$ cat config.mk
export PLATFORM = sky130hd
export DESIGN_NAME = chain_capture
export DESIGN_NICKNAME = d
export VERILOG_FILES = /design/src/rtl/chain_capture_pkg.sv /design/src/rtl/chain_fifo.sv /design/src/rtl/chain_capture.sv
export SDC_FILE = /design/constraint.sdc
export NUM_CORES = 1
export LEC_CHECK = 0
export ABC_AREA = 1
export CORE_ASPECT_RATIO = 0.75
export CORE_MARGIN = 5
export CORE_UTILIZATION = 54
export CTS_CLUSTER_DIAMETER = 30
export CTS_CLUSTER_SIZE = 40
export DETAILED_ROUTE_END_ITERATION = 12
export GPL_ROUTABILITY_DRIVEN = 0
export PLACE_DENSITY = 0.75
export SYNTH_ARGS = -nofsm -noshare
export SYNTH_HDL_FRONTEND = slang
export SYNTH_SLANG_ARGS = --single-unit
$ cat constraint.sdc
create_clock -name clk -period 3.1 [get_ports clk]
set_input_delay 0.465 -clock clk [delete_from_list [all_inputs] [get_ports clk]]
set_output_delay 0.465 -clock clk [all_outputs]
set_load 0.01 [all_outputs]
$ cat src/rtl/chain_capture_pkg.sv
// Shared types and constants for the chain capture stage.
package chain_capture_pkg;

    localparam int DATA_W        = 32;
    localparam int DEPTH_DEFAULT = 16;

    typedef enum logic [1:0] {
        IDLE    = 2'd0,
        CAPTURE = 2'd1,
        DRAIN   = 2'd2
    } cap_state_t;

endpackage

$ cat src/rtl/chain_fifo.sv
// Synchronous show-ahead FIFO. A push into a full FIFO is accepted when a pop
// happens in the same cycle, so occupancy holds steady under full throughput.
module chain_fifo #(
    parameter int DEPTH = 16,
    parameter int WIDTH = 32
) (
    input  logic                       clk,
    input  logic                       rst_n,
    input  logic                       push,
    input  logic [WIDTH-1:0]           push_data,
    input  logic                       pop,
    output logic [WIDTH-1:0]           pop_data,
    output logic                       full,
    output logic                       empty,
    output logic [$clog2(DEPTH):0]     count
);

    localparam int PTR_W = $clog2(DEPTH);
    localparam int CNT_W = $clog2(DEPTH) + 1;

    logic [WIDTH-1:0] mem [DEPTH];
    logic [PTR_W-1:0] wr_ptr;
    logic [PTR_W-1:0] rd_ptr;
    logic             do_pop;
    logic             do_push;

    assign empty    = (count == '0);
    assign full     = (count == CNT_W'(DEPTH));
    assign do_pop   = pop && !empty;
    assign do_push  = push && (!full || do_pop);
    assign pop_data = empty ? '0 : mem[rd_ptr];

    // Storage array: written on accepted pushes only.
    // NOTE: the data array has no reset; validity is tracked by count, so
    // clearing it would only add reset fan-out without changing behaviour.
    always_ff @(posedge clk) begin
        if (do_push) begin
            mem[wr_ptr] <= push_data;
        end
    end

    // Pointers and occupancy; pointers wrap naturally since DEPTH is 2^n.
    // NOTE: sequential state uses non-blocking assignments so every register
    // samples pre-edge values regardless of statement order.
    always_ff @(posedge clk or negedge rst_n) begin
        if (!rst_n) begin
            wr_ptr <= '0;
            rd_ptr <= '0;
            count  <= '0;
        end else begin
            if (do_push) wr_ptr <= wr_ptr + PTR_W'(1);
            if (do_pop)  rd_ptr <= rd_ptr + PTR_W'(1);
            case ({do_push, do_pop})
                2'b10:   count <= count + CNT_W'(1);
                2'b01:   count <= count - CNT_W'(1);
                default: count <= count;
            endcase
        end
    end

endmodule

$ cat src/rtl/chain_capture.sv
// Capture stage: samples cfg_len consecutive chain words after a start pulse,
// buffers them in a FIFO with a running XOR checksum, and drains them to a
// valid/ready consumer.
module chain_capture
    import chain_capture_pkg::*;
#(
    parameter int DEPTH = DEPTH_DEFAULT,
    parameter int LEN_W = 5
) (
    input  logic              clk,
    input  logic              rst_n,
    input  logic [DATA_W-1:0] data_in,
    input  logic              start,
    input  logic [LEN_W-1:0]  cfg_len,
    output logic [DATA_W-1:0] out_data,
    output logic              out_valid,
    input  logic              out_ready,
    output logic              busy,
    output logic              done,
    output logic [DATA_W-1:0] checksum,
    output logic              overflow
);

    localparam int CNT_W = $clog2(DEPTH) + 1;

    cap_state_t        state_q;
    cap_state_t        state_d;
    logic [LEN_W-1:0]  remain_q;
    logic              start_ok;
    logic              done_d;

    logic              fifo_full;
    logic              fifo_empty;
    logic [CNT_W-1:0]  fifo_count;
    logic              capturing;
    logic              pop_fire;
    logic              write_ok;
    logic              drop;

    assign capturing = (state_q == CAPTURE);
    assign out_valid = !fifo_empty;
    assign pop_fire  = out_valid && out_ready;
    assign write_ok  = capturing && (!fifo_full || pop_fire);
    assign drop      = capturing && fifo_full && !pop_fire;
    assign busy      = (state_q != IDLE);

    chain_fifo #(
        .DEPTH (DEPTH),
        .WIDTH (DATA_W)
    ) u_fifo (
        .clk       (clk),
        .rst_n     (rst_n),
        .push      (capturing),
        .push_data (data_in),
        .pop       (out_ready),
        .pop_data  (out_data),
        .full      (fifo_full),
        .empty     (fifo_empty),
        .count     (fifo_count)
    );

    // State register.
    always_ff @(posedge clk or negedge rst_n) begin
        if (!rst_n) state_q <= IDLE;
        else        state_q <= state_d;
    end

    // Next-state logic, start acceptance and end-of-drain detection.
    // NOTE: every output of this block is defaulted first so no path through
    // the case leaves a signal unassigned, which would infer a latch.
    always_comb begin
        state_d  = state_q;
        start_ok = 1'b0;
        done_d   = 1'b0;
        case (state_q)
            IDLE: begin
                if (start && (cfg_len != '0)) begin
                    start_ok = 1'b1;
                    state_d  = CAPTURE;
                end
            end
            CAPTURE: begin
                // remain is the count before this cycle's decrement.
                if (remain_q == LEN_W'(1)) state_d = DRAIN;
            end
            DRAIN: begin
                if (fifo_empty || (fifo_count == CNT_W'(1) && pop_fire)) begin
                    state_d = IDLE;
                    done_d  = 1'b1;
                end
            end
            default: state_d = IDLE;
        endcase
    end

    // Remaining-word counter: loaded on accepted start, counts down in CAPTURE.
    always_ff @(posedge clk or negedge rst_n) begin
        if (!rst_n)         remain_q <= '0;
        else if (start_ok)  remain_q <= cfg_len;
        else if (capturing) remain_q <= remain_q - LEN_W'(1);
    end

    // Window checksum over words actually written into the FIFO.
    always_ff @(posedge clk or negedge rst_n) begin
        if (!rst_n)        checksum <= '0;
        else if (start_ok) checksum <= '0;
        else if (write_ok) checksum <= checksum ^ data_in;
    end

    // Sticky drop flag, cleared only by the next accepted start.
    always_ff @(posedge clk or negedge rst_n) begin
        if (!rst_n)        overflow <= 1'b0;
        else if (start_ok) overflow <= 1'b0;
        else if (drop)     overflow <= 1'b1;
    end

    // One-cycle done pulse following the DRAIN to IDLE edge.
    always_ff @(posedge clk or negedge rst_n) begin
        if (!rst_n) done <= 1'b0;
        else        done <= done_d;
    end

endmodule

==> results.yml, run 1 <==
critical_path:
  crit_fanout: 17
  cp_cell_sequence: "buf_4, inv_12, bufbuf_16, nand2_1, nand3_1, nand3_1, nand2_1, nand2_1, a21oi_2, dlygate4sd2_1"
  critPathKind: "register to output pin"
  slowest_stage: "dfrtp_4"
  worstPathRequired_ns: 2.63
  worstPathArrival_ns: 2.61
  critPathMostFrequentCell: "nand2_1"
  startpoint_type: "register"
  worst-r2r-cell-count: 10
  slowest_delay_ns: 0.48
  cp-end-kind: "output pin"
logic_synthesis:
  syn_nets: 2130
  synth_top_area_share_pct: 65.4
  synthFlopType: "edfxtp_1"
  yosysMostFrequentCell: "nand2_1"
  syn_inst: 2077
  netlist-cell-type-count: 31
  synth_commonest_cells: "nand2_1 (761), edfxtp_1 (512), nand3_1 (395)"
  yosysTopAreaCell: "edfxtp_1"
  async_flop_share_pct: 9.54
  synth_edf_count: 512
  avgSynthCellArea_sq_um: 11.3
  ys_ff_latch: 566
  synthTopCellsByArea: "edfxtp_1 (65%), nand2_1 (12%), nand3_1 (8.4%), dfrtp_1 (5.7%), nor2_1 (1.4%)"
  yosysWarnings: 0
  seq_area_frac_synth_pct: 71.1
  synth_area_sq_um: 23500
drt:
  wl_per_cell_microns: 21.5
  routed_via_density: 5.76
  vias: 16742
  antenna_left: 0
  first_pass_iters: 6
  first_iter_violations: 2079
  drc_errors: 0
  totalWireLength_microns: 62500
floorplan:
  core_area_sq_um: 43200
  ios: 109
  die_w_microns: 251
  dieArea_sq_um: 47900
  initial_core_util_pct: 54.4
  placementRows: 66
  die_h_microns: 191
grt:
  grt_pass1_vias: 16679
  track_usage_pct: 25.9
  grt_overflow: 0
  grt_antenna_before_repair: 0
  grt_pass1_wl_microns: 95200
  grt_max_degree: 63
timing:
  fin_crit_ns: 3.07
  skew_ns: 0.0236
  slew_violations: 0
  rsz0062_at_grt: "true"
  relSlewSlack_pct: 33.4
  worstMarginPinSlew_ns: 0.998
  finalWorstSetupSlack_ns: 0.0257
  setup_violations: 0
  hold_viol: 0
  post-route-period-util_pct: 99.2
  hold_slack_ns: 0.0102
  max_freq_ghz: 0.325
clock_tree:
  cts_tree: "built"
  clock-root-buffer: "clkbuf_16"
  cts.sinks: 566
  htree_num_levels: 3
  clockBufferDepth: 3
  cts_buffers: 90
  insertion_delay_ns: 0.64
  hold_buffers: 0
  clkTransAtPathRegs_ns: 0.06
pwr:
  p_clk_share_pct: 33.0
  ir_worst_vdd_mv: 0.602
  p_sw_w: 0.0110
  seq_power_share_pct: 31.7
  internal-power_w: 0.0191
  leakage_nw: 11.2
  combinationalPowerShare_pct: 35.2
  powerDensity_nw_per_um2: 1040
  switching_share_pct: 36.6
place:
  port_buffers: 108
  dp_hpwl_microns: 33300
  post-place-ws_ns: 0.322
final_layout:
  drive_gt1_share_pct: 13.1
  nFillCells: 3022
  antenna_cells: 0
  num-nets-final: 2307
  syn_to_final_growth_pct: 22.5
hold_path:
  hold_class: "input pin to asynchronous set/reset pin"
job:
  drv_cap: 0
outcome:
  status: "finished, final reports clean"
## routing by layer
| metal | track usage, % | wire length, microns |
|---|---|---|
| met1 | 36.6 | 24900 |
| met2 | 40.3 | 29200 |
| met3 | 5.28 | 6430 |
| met4 | 9.74 | 1990 |
| met5 | 0 | 0 |
## flip-flops by register name, indices dropped and copies added (netlist names)
name / flops
u_fifo.wr_ptr: 4
checksum: 32
overflow: 1
done: 1
u_fifo.rd_ptr: 4
remain_q: 5
u_fifo.count: 5
state_q: 2
u_fifo.mem: 512
## cell families after synthesis
group                    after synthesis  share of synthesized area, %
AND/OR/NAND/NOR                     1256                          22.3
flip-flops                           566                          71.1
buffers and inverters                180                          4.31
AO/OA/AOI/OAI                         50                          1.12
XOR/XNOR                              13                         0.484
adder cells (fa/ha/maj)               12                         0.639
## power groups by stage
stage	logic (W)	clock network, W	registers (W)
final	0.0106	0.00992	0.00954
after global routing	0.0116	0.0104	0.00959
after CTS	0.0104	0.0100	0.00952
after detailed placement	0.0101	0	0.00968
after global placement	0.00985	0	0.00965
after floorplan	0.00635	0	0.00964
## per-stage QoR
stage	utilization, %	total power [W]	instances	setup TNS (ns)	cell area [sq um]
2_1_floorplan	-	0.0160	2077	0	23500
3_3_place_gp	59.0	0.0195	2728	0	25500
3_5_place_dp	59.0	0.0198	2728	0	25500
4_1_cts	66.6	0.0299	2906	-0.357	28800
5_1_grt	66.7	0.0316	2908	-0.346	28800
6_report	66.7	0.0300	2908	0	28800
## worst max-delay path, delay by kind of cell (launching register included)
kind,cells,cell delay (ns)
and+or+nand+nor,5,0.38
buffers and inverters,4,0.93
AOI/OAI and AO/OA,1,0.18
DFF,1,0.48
## final cells by class
type / count / area, sq um / area share, %
repair inverters: 1 / 8.76 / 0.0304
repair buffers: 200 / 2040 / 7.10
clock buffers: 101 / 2360 / 8.18
multi-input cells: 1331 / 5950 / 20.7
inverters: 64 / 258 / 0.895
clock inverters: 67 / 717 / 2.49
flip-flops and latches: 566 / 16700 / 58.1
well taps: 578 / 723 / 2.51
## repair_timing
action / in CTS / in global routing
resized for setup: 51 / 49
setup buffers: 6 / 1
gates cloned: 4 / 1
pin swaps: 2 / 3
endpoints found under the setup margin: 32 / 30
## final timing paths
check,startpoint,to,slack (ns)
worst max register to register,u_fifo.count[0]$_DFFE_PN0P_,u_fifo.mem[14][1]$_DFFE_PP_,0.62
worst min register to register,state_q[0]$_DFFE_PN0P_,done$_DFF_PN0_,0.44
min in group clk,cfg_len[0],remain_q[0]$_DFFE_PN0P_,0.44
max in group asynchronous,rst_n,checksum[10]$_DFFE_PN0P_,2.34
worst max-delay path,u_fifo.rd_ptr[0]$_DFFE_PN0P_,out_data[21],0.03
worst min-delay path,rst_n,checksum[27]$_DFFE_PN0P_,0.01
## placed cells by master, fill, tap and decap left out, types with 5 or more instances in the layout
| cell | count |
|---|---|
| nor2_1 | 73 |
| clkinv_1 | 14 |
| clkbuf_16 | 93 |
| dlygate4sd2_1 | 13 |
| inv_6 | 11 |
| clkbuf_2 | 16 |
| clkinvlp_4 | 8 |
| clkinv_8 | 5 |
| clkinv_2 | 10 |
| nand3_1 | 395 |
| a21oi_2 | 13 |
| buf_6 | 5 |
| o21ai_0 | 11 |
| clkdlybuf4s50_1 | 75 |
| inv_8 | 5 |
| inv_1 | 56 |
| a21oi_1 | 18 |
| edfxtp_1 | 512 |
| clkinv_4 | 7 |
| dfrtp_1 | 51 |
| inv_2 | 5 |
| buf_16 | 6 |
| nor2_4 | 17 |
| xor2_1 | 11 |
| nand2_1 | 761 |
| ha_1 | 12 |
| buf_12 | 13 |
| clkbuf_1 | 7 |
| buf_4 | 65 |
| bufinv_16 | 6 |
(Power assumes the default switching activity.)
==> run 2, diff against run 1 <==
--- a/config.mk
+++ b/config.mk
@@ -11,3 +11,2 @@
 export CORE_UTILIZATION = 54
-export CTS_CLUSTER_DIAMETER = 30
 export CTS_CLUSTER_SIZE = 40
==> constraint.sdc (replaced) <==
create_clock -name clk -period 3.1 [get_ports clk]
set_input_delay 0.31 -clock clk [delete_from_list [all_inputs] [get_ports clk]]
set_output_delay 0.31 -clock clk [all_outputs]
set_load 0.005 [all_outputs]
==> run 2 against run 1 <==
  * Worst setup slack lost 0.015 ns
  * Highest routed layer is now met5
  * Die area is the same
  * Via count is 2.1% lower
  * Cell count decreased by 2.9%
  * Critical endpoint is now out_data[1]
  * Largest cell class unchanged
  * First-iteration DRC count fell by 4.7%
==> results.yml, run 2 (synthesis results as in run 1) <==
critical_path:
  worstPathRequired_ns: 2.79
  critPathKind: "register to output pin"
  cp-end-kind: "output pin"
  crit_fanout: 10
  worst-r2r-cell-count: 11
  reg2reg_setup_slack_ns: 0.50
  startpoint_type: "register"
  worstPathArrival_ns: 2.78
final_layout:
  multi_input_area_sq_um: 5980
  syn_to_final_growth_pct: 17.3
  nFillCells: 3188
  antenna_cells: 0
  num-nets-final: 2255
  drive_gt1_share_pct: 9.30
  top_regs: "u_fifo.mem (512), checksum (32)"
  largest_reg_flops: 512
  seqCellArea_sq_um: 16700
  mostFrequentLayoutCells: "nand2_1 (757), edfxtp_1 (512), nand3_1 (395)"
  regMostFlops: "u_fifo.mem"
  final_common_cell: "nand2_1"
timing:
  setup_violations: 0
  relSlewSlack_pct: 46.6
  rsz0062_at_grt: "true"
  hold_viol: 0
  fin_crit_ns: 3.09
  max_freq_ghz: 0.324
  worstMarginPinSlew_ns: 0.799
  slew_violations: 0
  skew_ns: 0.0236
  hold_slack_ns: 0.258
  post-route-period-util_pct: 99.7
floorplan:
  die_w_microns: 251
  core_area_sq_um: 43200
  dieArea_sq_um: 47900
  ios: 109
  die_h_microns: 191
  initial_core_util_pct: 54.4
  placementRows: 66
outcome:
  status: "finished, final reports clean"
drt:
  routed_via_density: 5.80
  m1WireLength_microns: 24900
  highest_layer: "met5"
  drc_errors: 0
  vias: 16392
  antenna_left: 0
  dr_wl_met2_microns: 28700
  first_pass_iters: 7
  first_iter_violations: 1981
  wl_met3_microns: 6420
  wl_per_cell_microns: 21.7
  totalWireLength_microns: 61400
grt:
  grt_pass1_vias: 16112
  grt_pass1_wl_microns: 94000
  grt_antenna_before_repair: 1
  track_usage_pct: 25.3
  grt_max_degree: 66
  grt_overflow: 0
clock_tree:
  clockBufferDepth: 3
  htree_num_levels: 2
  cts_tree: "built"
  cts_buffers: 53
  insertion_delay_ns: 0.61
  clkTransAtPathRegs_ns: 0.06
  clock-root-buffer: "clkbuf_16"
  cts.sinks: 566
hold_path:
  hold_class: "input pin to asynchronous set/reset pin"
pwr:
  leakage_nw: 10.6
  power_w: 0.0266
  ir_worst_vdd_mv: 0.541
  powerDensity_nw_per_um2: 963
place:
  dp_hpwl_microns: 32300
  port_buffers: 108
job:
  drv_cap: 0
run 2: cell count changes in the layout (fill, tap and decap cells not counted), moves of 7 or more:
cell | before | now
dlymetal6s2s_1 | 2 | 12
clkdlybuf4s50_1 | 75 | 95
clkbuf_16 | 93 | 56
inv_6 | 11 | 3
buf_4 | 65 | 39
clkinv_4 | 7 | 0
dlygate4sd2_1 | 13 | 0
clkbuf_2 | 16 | 0
run 2: what timing repair did:
action / CTS / global route
setup endpoints to repair: 32 / 32
hold buffers: 1 / 0
hold endpoints to repair: 19 / 0
setup buffers: 11 / 0
gates cloned: 7 / 2
resized for setup: 26 / 34
pin swaps: 0 / 7
run 2: cell type report:
class / count / area share (%)
Sequential cell: 566 / 60.7
Timing Repair inverter: 2 / 0.0726
Inverter: 64 / 0.935
Tap cell: 578 / 2.62
Multi-Input combinational cell: 1331 / 21.7
Clock inverter: 34 / 0.958
Timing Repair Buffer: 184 / 7.95
Clock buffer: 66 / 5.06
run 2: final timing paths:
check | start | endpoint
max | u_fifo.rd_ptr[0]$_DFFE_PN0P_ | out_data[1]
min | rst_n | checksum[27]$_DFFE_PN0P_
max reg2reg | u_fifo.count[0]$_DFFE_PN0P_ | u_fifo.mem[9][19]$_DFFE_PP_
min reg2reg | state_q[0]$_DFFE_PN0P_ | done$_DFF_PN0_
max in group asynchronous | rst_n | checksum[4]$_DFFE_PN0P_
min in group clk | cfg_len[2] | remain_q[2]$_DFFE_PN0P_
run 2: report_power, final:
| part | switching [W] | total, W | internal (W) | leakage [nW] |
|---|---|---|---|---|
| logic | 0.00665 | 0.0108 | 0.00415 | 4.47 |
| clock network | 0.00284 | 0.00630 | 0.00346 | 0.815 |
| registers | 0.000330 | 0.00946 | 0.00913 | 5.28 |
run 2: routing by layer:
layer / vias up / GRT usage, %
met5: - / 0.918
met4: 2 / 7.60
met3: 135 / 4.60
met2: 961 / 40.0
met1: 7915 / 36.5
li1: 7379 / -
run 2: critical path: stages (launching register included):
cell,delay (ns)
dfrtp_4,0.52
buf_12,0.17
buf_12,0.14
buf_4,0.15
inv_6,0.09
nand2_1,0.06
nand3_1,0.08
nand3_1,0.07
nand2_1,0.08
nand2_1,0.05
a21oi_1,0.23
clkdlybuf4s50_1,0.55
run 2: stage by stage:
stage	instances	setup WS [ns]	util [%]	setup TNS, ns	instance area [sq um]
after floorplan	2077	0.117	-	0	23500
after global placement	2705	0.399	58.7	0	25400
after detailed placement	2705	0.376	58.7	0	25400
after CTS	2824	0.000872	63.5	0	27400
after global routing	2825	-0.110	63.8	-0.581	27600
final	2825	0.0104	63.8	0	27600
